### src/rtl/i2s_tx_ctrl.sv
// I2S transmit sequencer: fetches one stereo pair per LRCLK frame and
// serializes it MSB-first with the one-SCLK I2S delay.
module i2s_tx_ctrl #(
    parameter int DATA_W = 24,
    parameter int SLOT_W = 32
) (
    input  logic              i_clk,
    input  logic              i_rst_n,
    input  logic              i_en,
    input  logic              i_sclk,
    input  logic              i_lrclk,
    input  logic              i_valid,
    input  logic [DATA_W-1:0] i_left,
    input  logic [DATA_W-1:0] i_right,
    output logic              o_ready,
    output logic              o_sdata,
    output logic              o_active,
    output logic              o_underflow,
    input  logic              i_clr_err,
    output logic [15:0]       o_frame_cnt
);

    localparam int CW = $clog2(SLOT_W + 1);
    localparam logic [CW-1:0] DW_C = CW'(DATA_W);
    localparam logic [CW-1:0] SW_C = CW'(SLOT_W);

    typedef enum logic [1:0] {IDLE, SYNC, RUN} state_t;

    state_t            state_q, state_d;
    logic              sclk_q, lrclk_q;
    logic              win_q, win_d;
    logic              sdata_q, sdata_d;
    logic              uf_q, uf_d;
    logic [15:0]       cnt_q, cnt_d;
    logic [DATA_W-1:0] shift_q, shift_d;
    logic [DATA_W-1:0] hold_q, hold_d;
    logic [CW-1:0]     bit_q, bit_d;

    logic sclk_fall, lr_rise, lr_fall, hs;

    assign sclk_fall = sclk_q & ~i_sclk;
    assign lr_rise   = ~lrclk_q & i_lrclk;
    assign lr_fall   = lrclk_q & ~i_lrclk;
    assign hs        = win_q & i_valid;

    assign o_ready     = win_q;
    assign o_sdata     = sdata_q;
    assign o_active    = (state_q == RUN);
    assign o_underflow = uf_q;
    assign o_frame_cnt = cnt_q;

    always_comb begin
        state_d = state_q;
        win_d   = win_q;
        sdata_d = sdata_q;
        uf_d    = uf_q;
        cnt_d   = cnt_q;
        shift_d = shift_q;
        hold_d  = hold_q;
        bit_d   = bit_q;
        if (i_clr_err) uf_d = 1'b0;
        if (!i_en) begin
            state_d = IDLE;
            win_d   = 1'b0;
            sdata_d = 1'b0;
            shift_d = '0;
            hold_d  = '0;
            bit_d   = '0;
        end else begin
            unique case (state_q)
                IDLE:    state_d = SYNC;
                SYNC:    if (lr_rise) state_d = RUN;
                RUN:     state_d = RUN;
                default: state_d = IDLE;
            endcase
            // LRCLK edges outrank any coincident SCLK fall.
            if (state_q != IDLE) begin
                if (lr_rise) begin
                    win_d   = 1'b1;
                    shift_d = '0;
                    bit_d   = '0;
                end else if (lr_fall && state_q == RUN) begin
                    shift_d = hold_q;
                    bit_d   = '0;
                end else if (win_q) begin
                    if (hs) begin
                        shift_d = i_left;
                        hold_d  = i_right;
                        win_d   = 1'b0;
                        cnt_d   = cnt_q + 16'd1;
                    end else if (sclk_fall) begin
                        shift_d = '0;
                        hold_d  = '0;
                        win_d   = 1'b0;
                        cnt_d   = cnt_q + 16'd1;
                        uf_d    = 1'b1;
                    end
                end else if (sclk_fall && state_q == RUN) begin
                    if (bit_q < DW_C) begin
                        sdata_d = shift_q[DATA_W-1];
                        shift_d = shift_q << 1;
                    end else begin
                        sdata_d = 1'b0;
                    end
                    if (bit_q < SW_C) bit_d = bit_q + 1'b1;
                end
            end
        end
    end

    always_ff @(posedge i_clk or negedge i_rst_n) begin
        if (!i_rst_n) begin
            state_q <= IDLE;
            sclk_q  <= 1'b0;
            lrclk_q <= 1'b0;
            win_q   <= 1'b0;
            sdata_q <= 1'b0;
            uf_q    <= 1'b0;
            cnt_q   <= '0;
            shift_q <= '0;
            hold_q  <= '0;
            bit_q   <= '0;
        end else begin
            state_q <= state_d;
            sclk_q  <= i_sclk;
            lrclk_q <= i_lrclk;
            win_q   <= win_d;
            sdata_q <= sdata_d;
            uf_q    <= uf_d;
            cnt_q   <= cnt_d;
            shift_q <= shift_d;
            hold_q  <= hold_d;
            bit_q   <= bit_d;
        end
    end

endmodule
### config.mk
export PLATFORM = sky130hd
export DESIGN_NAME = i2s_tx_ctrl
export DESIGN_NICKNAME = d
export VERILOG_FILES = /design/src/rtl/i2s_tx_ctrl.sv
export SDC_FILE = /design/constraint.sdc
export NUM_CORES = 1
export LEC_CHECK = 0
export ABC_AREA = 1
export CAP_MARGIN = 0
export CORE_MARGIN = 8
export CORE_UTILIZATION = 58
export DETAILED_ROUTE_END_ITERATION = 6
export HOLD_SLACK_MARGIN = 0.12
export PLACE_DENSITY = 0.86
export SLEW_MARGIN = 20
export SYNTH_ARGS = -nofsm -noshare
export SYNTH_HDL_FRONTEND = slang
export SYNTH_SLANG_ARGS = --single-unit
### constraint.sdc
create_clock -name i_clk -period 3.3 [get_ports i_clk]
set_input_delay 0.495 -clock i_clk [delete_from_list [all_inputs] [get_ports i_clk]]
set_output_delay 0.495 -clock i_clk [all_outputs]
set_load 0.02 [all_outputs]
==> run_results.csv, run 1 <==
group,metric,value,unit
floorplanning,die_h,105,µm
sta,rsz0062_at_grt,"no",
pwr,powerDensity,564,nW/µm²
synth,yosysTopAreaCell,"dfrtp_1",
critical_path,slowest_stage,"dfrtp_1",
global_route,antenna_found_initial,0,
clock_network,clock_path_buffers,2,
layout,final_common_cell,"nand2_1",
detailed_routing,vias,4188,
synth,synthCells,607,
layout,synthToLayoutAreaGrowth,20.0,%
clock_network,tritoncts,"built",
synth,syn_area,4600,µm²
synth,yosysSeqAreaShare,41.9,%
clock_network,cts_resized,0,
detailed_routing,drt_iter0_drc,271,
floorplanning,start_util,59.6,%
global_route,grt_max_degree,78,
sta,worstMarginPinSlew,999,ps
detailed_routing,routed_wl,11300,µm
sta,drv_slew,0,
floorplanning,dieArea,11000,µm²
synth,ys_warn_count,0,
detailed_routing,wl_per_cell,14.7,µm
detailed_routing,drc,0,
synth,netlist.area_leader.share,41.9,%
synth,synthesis.nets,667,
pwr,power_leakage,2.69,nW
layout,final_util,71.5,%
critical_path,crit_fanout,27,
clock_network,h-tree-depth,3,
placement,port_buffers,74,
floorplanning,row_count,32,
floorplanning,fp.dieW,105,µm
clock_network,worstSkewPairLatency,360,ps
critical_path,arrival,2130,ps
sta,finalSetupViolations,0,
clock_network,ctsHoldBuffers,0,
sta,fmax,381,MHz
job,cap_violations,0,
floorplanning,coreArea,7730,µm²
layout,nFillCells,598,
sta,slew_headroom,33.4,%
critical_path,end_kind,"output pin",
critical_path,path_cells,"clkdlybuf4s50_1",
critical_path,cp_num_buf_inv,1,
synth,netlist_top_cells_area,"dfrtp_1, nand2_1, nand3_1, nor2_1, inv_1",
critical_path,reg2reg_to,"hold_q[0]$_DFFE_PN0P_",
critical_path,r2r_start,"o_ready$_DFFE_PN0P_",
critical_path,r2r_slack,720,ps
status,status,"finished clean",
synth,ys_types,36,
layout,diodes,0,
critical_path,rr_worst_depth,6,
global_route,grt_pass1_vias,4202,
global_route,grt_util_all_layers,21.1,%
clock_network,clkTransAtPathRegs,80,ps
detailed_routing,ant_nets,0,
synth,synth_area_per_cell,7.58,µm²
critical_path,cp-start-kind,"flop",
layout,final_cell_mix,"nand2_1, dfrtp_1, clkdlybuf4s50_1",
global_route,overflow,0,
detailed_routing,drt-vias-per-instance,5.42,
layout,nets,726,
sta,fin_tns_setup,0,ps
clock_network,cts_num_sinks,77,
detailed_routing,first_pass_iters,5,
critical_path,critPathTopFamily,"flip-flops",
pwr,ir_drop,0.295,mV
sta,fin_crit_sh,79.6,%
layout,multi_input_area,2230,µm²
layout,drive_above_1_share,12.5,%
placement,gp_congestion,0.910,
sta,fin_skew,13.4,ps
critical_path,crit_type,"flop to output pin",
clock_network,post_cts.repair.setup_buffers,0,
synth,ys_ff_latch,77,
critical_path,required,2800,ps
min_path,hp-class,"primary input to asynchronous set/reset pin",
global_route,grt_pass1_wl,19500,µm
layout,regArea,1930,µm²
floorplanning,ios,75,
placement,post-dp-hpwl,7870,µm
clock_network,numCtsBuffers,9,
clock_network,cts-root-buf,"clkbuf_8",
critical_path,slowest_delay,1000,ps
sta,min_period,2630,ps
sta,final_hold_viol_count,0,
-- final cells by class --
type,count,area share (%)
clock inverter,6,2.47
multi-input combinational,445,40.4
inverter,56,3.85
clock buffer,9,2.24
timing repair buffer,77,13.8
tap,102,2.31
sequential,77,34.9
-- layer usage --
metal,global-route usage [%],wire length (µm),vias up
li1,-,-,2033
met1,24.8,4650,1946
met2,35.1,5550,171
met3,6.39,751,38
met4,8.97,382,0
met5,0,0,-
-- report_power, final --
group	switching, mW	internal, mW
logic	0.605	0.347
registers	0.161	1.07
clock network	0.361	0.576
-- state kept, by name, indices dropped and copies added (netlist names), 2 cells and up --
name and flops:
o_frame_cnt 16, shift_q 24, bit_q 6, hold_q 24, state_q 2
-- cell families (layout without fill, tap and decap cells) --
logic type / Yosys count / count (layout) / synth area share [%]
compound gates: 68 / 68 / 9.19
xor+xnor: 5 / 5 / 0.952
fa+ha+maj: 5 / 5 / 1.36
buf+inv: 85 / 148 / 9.62
flops: 77 / 77 / 41.9
simple gates: 367 / 367 / 37.0
-- metrics by stage --
step	area (µm²)	cells	power, mW	setup slack [ps]	hold slack [ps]
2_1_floorplan	4600	607	1.94	1610	199
6_report	5520	772	3.12	674	141
3_3_place_gp	5260	757	2.14	911	456
4_1_cts	5520	772	3.12	678	325
3_5_place_dp	5260	757	2.18	826	459
5_1_grt	5520	772	3.29	511	214
-- synthesized netlist by cell type (all sizes together) --
cell type	number
nand2	211
dfrtp	77
nor2	76
nand3	66
o21ai	62
inv	56
buf	27
nand4	8
ha	5
nand3b	3
xor2	3
a21oi	2
clkbuf	2
or2	2
xnor2	2
a22oi	1
a31oi	1
nor3	1
o21bai	1
o22ai	1
-- worst max path at each step --
stage,start,to,slack [ps],cells after the start
finish,o_ready$_DFFE_PN0P_,o_ready,670,1
global route,o_ready$_DFFE_PN0P_,hold_q[1]$_DFFE_PN0P_,510,6
CTS,o_ready$_DFFE_PN0P_,o_ready,680,1
detailed placement,o_ready$_DFFE_PN0P_,hold_q[1]$_DFFE_PN0P_,830,6
global placement,o_ready$_DFFE_PN0P_,hold_q[1]$_DFFE_PN0P_,910,6
floorplan,state_q[0]$_DFFE_PN0P_,shift_q[0]$_DFFE_PN0P_,1610,10
Note: power is estimated with default switching activity, not from simulation.
==> run 2, diff against run 1 <==
CORE_UTILIZATION = 54   (was 58)
PLACE_DENSITY = 0.81   (was 0.86)
clock period = 2.7 ns   (was 3.3 ns; I/O delays follow)
==> run 2 against run 1 <==
  * Flip-flop and latch count is the same
  * Sequential share of layout area hardly changed
  * Clock skew down 4.3 ps
  * Register-to-register slack worse by 40 ps
  * Critical path depth up 2
  * Power increased by 20%
  * Clock-buffer cell count rose by 1
==> run_results.csv, run 2 (same netlist as run 1, synthesis figures left out) <==
group,metric,value,unit
critical_path,startpoint,"state_q[0]$_DFFE_PN0P_",
global_route,grt_util_all_layers,19.6,%
floorplanning,coreArea,8260,µm²
clock_network,post_cts.repair.setup_buffers,0,
pwr,finalPower,3.74,mW
clock_network,cts_num_sinks,77,
floorplanning,ios,75,
layout,nets,729,
layout,diodes,0,
global_route,antenna_found_initial,0,
placement,dp_slack,329,ps
clock_network,tritoncts,"built",
sta,rsz0062_at_grt,"no",
clock_network,ctsHoldBuffers,0,
detailed_routing,drt_iter0_drc,243,
detailed_routing,vias,4159,
sta,fin_crit_sh,80.6,%
clock_network,worstSkewPairLatency,350,ps
placement,port_buffers,74,
layout,final_cell_mix,"nand2_1, dfrtp_1, clkdlybuf4s50_1",
pwr,ir_drop,0.285,mV
pwr,power_leakage,2.69,nW
clock_network,h-tree-depth,3,
layout,nFillCells,722,
placement,gp_congestion,0.821,
sta,fmax,460,MHz
layout,final_common_cell,"nand2_1",
critical_path,path_cells,"inv_1 > ha_1 > clkdlybuf4s50_1",
critical_path,end_kind,"output pin",
clock_network,cts-root-buf,"clkbuf_8",
critical_path,required,2300,ps
layout,multi_input_area,2230,µm²
min_path,hp-class,"primary input to asynchronous set/reset pin",
detailed_routing,drt-vias-per-instance,5.35,
detailed_routing,drc,0,
floorplanning,die_h,108,µm
floorplanning,row_count,33,
sta,min_period,2180,ps
critical_path,cp-start-kind,"flop",
job,cap_violations,0,
detailed_routing,ant_nets,0,
critical_path,slowest_delay,660,ps
clock_network,numCtsBuffers,9,
detailed_routing,routed_wl,11100,µm
critical_path,r2r_slack,680,ps
placement,post-dp-hpwl,7800,µm
global_route,grt_pass1_wl,18800,µm
critical_path,r2r_start,"state_q[0]$_DFFE_PN0P_",
sta,slew_headroom,35.3,%
sta,finalSetupViolations,0,
critical_path,cp_num_buf_inv,2,
status,status,"finished clean",
global_route,grt_max_degree,78,
critical_path,arrival,1770,ps
pwr,powerDensity,678,nW/µm²
layout,synthToLayoutAreaGrowth,20.0,%
detailed_routing,first_pass_iters,5,
global_route,grt_pass1_vias,4188,
critical_path,reg2reg_to,"shift_q[12]$_DFFE_PN0P_",
detailed_routing,wl_per_cell,14.3,µm
sta,worstMarginPinSlew,970,ps
floorplanning,start_util,55.7,%
layout,final_util,66.9,%
sta,fin_tns_setup,0,ps
global_route,overflow,0,
clock_network,clkTransAtPathRegs,80,ps
layout,drive_above_1_share,12.8,%
floorplanning,dieArea,11700,µm²
critical_path,crit_type,"flop to output pin",
sta,fin_skew,9.07,ps
sta,layout_setup_ws,525,ps
sta,drv_slew,0,
critical_path,critPathTopFamily,"buffers and inverters",
floorplanning,fp.dieW,108,µm
critical_path,rr_worst_depth,9,
critical_path,slowest_stage,"clkdlybuf4s50_1",
layout,regArea,1930,µm²
clock_network,cts_resized,0,
clock_network,clock_path_buffers,2,
sta,final_hold_viol_count,0,
critical_path,crit_fanout,4,
==> run 2: cell count changes in the layout (fill, tap and decap cells not counted), sizes merged <==
cell and delta:
bufinv -1, clkinv -1, clkbuf +1, buf +3
==> run 2: report_power, final <==
part	internal (mW)	switching (mW)
registers	1.30	0.150
clock network	0.630	0.428
logic	0.439	0.791
total	2.37	1.37
==> run 2: per-layer routing <==
| layer | track usage (%) | wire length [µm] | vias up | part of all wire [%] |
|---|---|---|---|---|
| met5 | 0 | 0 | - | 0 |
| met4 | 4.69 | 82 | 0 | 0.74 |
| met3 | 5.65 | 800 | 12 | 7.2 |
| met2 | 34.0 | 5510 | 159 | 49 |
| met1 | 23.6 | 4750 | 1951 | 43 |
| li1 | - | - | 2037 | - |
==> run 2: worst max-delay path by stage <==
| stage | cells after the start | end |
|---|---|---|
| after floorplan | 10 | shift_q[0]$_DFFE_PN0P_ |
| after global placement | 7 | hold_q[1]$_DFFE_PN0P_ |
| after CTS | 3 | o_active |
| final | 3 | o_active |
| after detailed placement | 7 | hold_q[2]$_DFFE_PN0P_ |
| after global routing | 3 | o_active |
==> run 2: worst reg2reg max path, delay by kind of cell (launching register included) <==
kind	cells	cell delay, ps
flops	1	370
buf+inv	1	80
simple gates	7	1250
fa+ha+maj	1	270
==> run 2: final cells by class <==
class                   instances  share of cell area, %
clock buffers                  10                   2.49
clock inverters                 4                   1.77
flip-flops and latches         77                   34.9
repair buffers                 80                   14.2
well taps                     105                   2.38
inverters                      56                   3.85
multi-input cells             445                   40.4
==> run 2: through the flow <==
step                std cells  hold WS (ps)  cell area, µm²
detailed placement        763           463            5290
finish                    777           197            5520
global route              777           294            5520
global placement          763           455            5290
CTS                       777           242            5520
floorplan                 607           109            4600
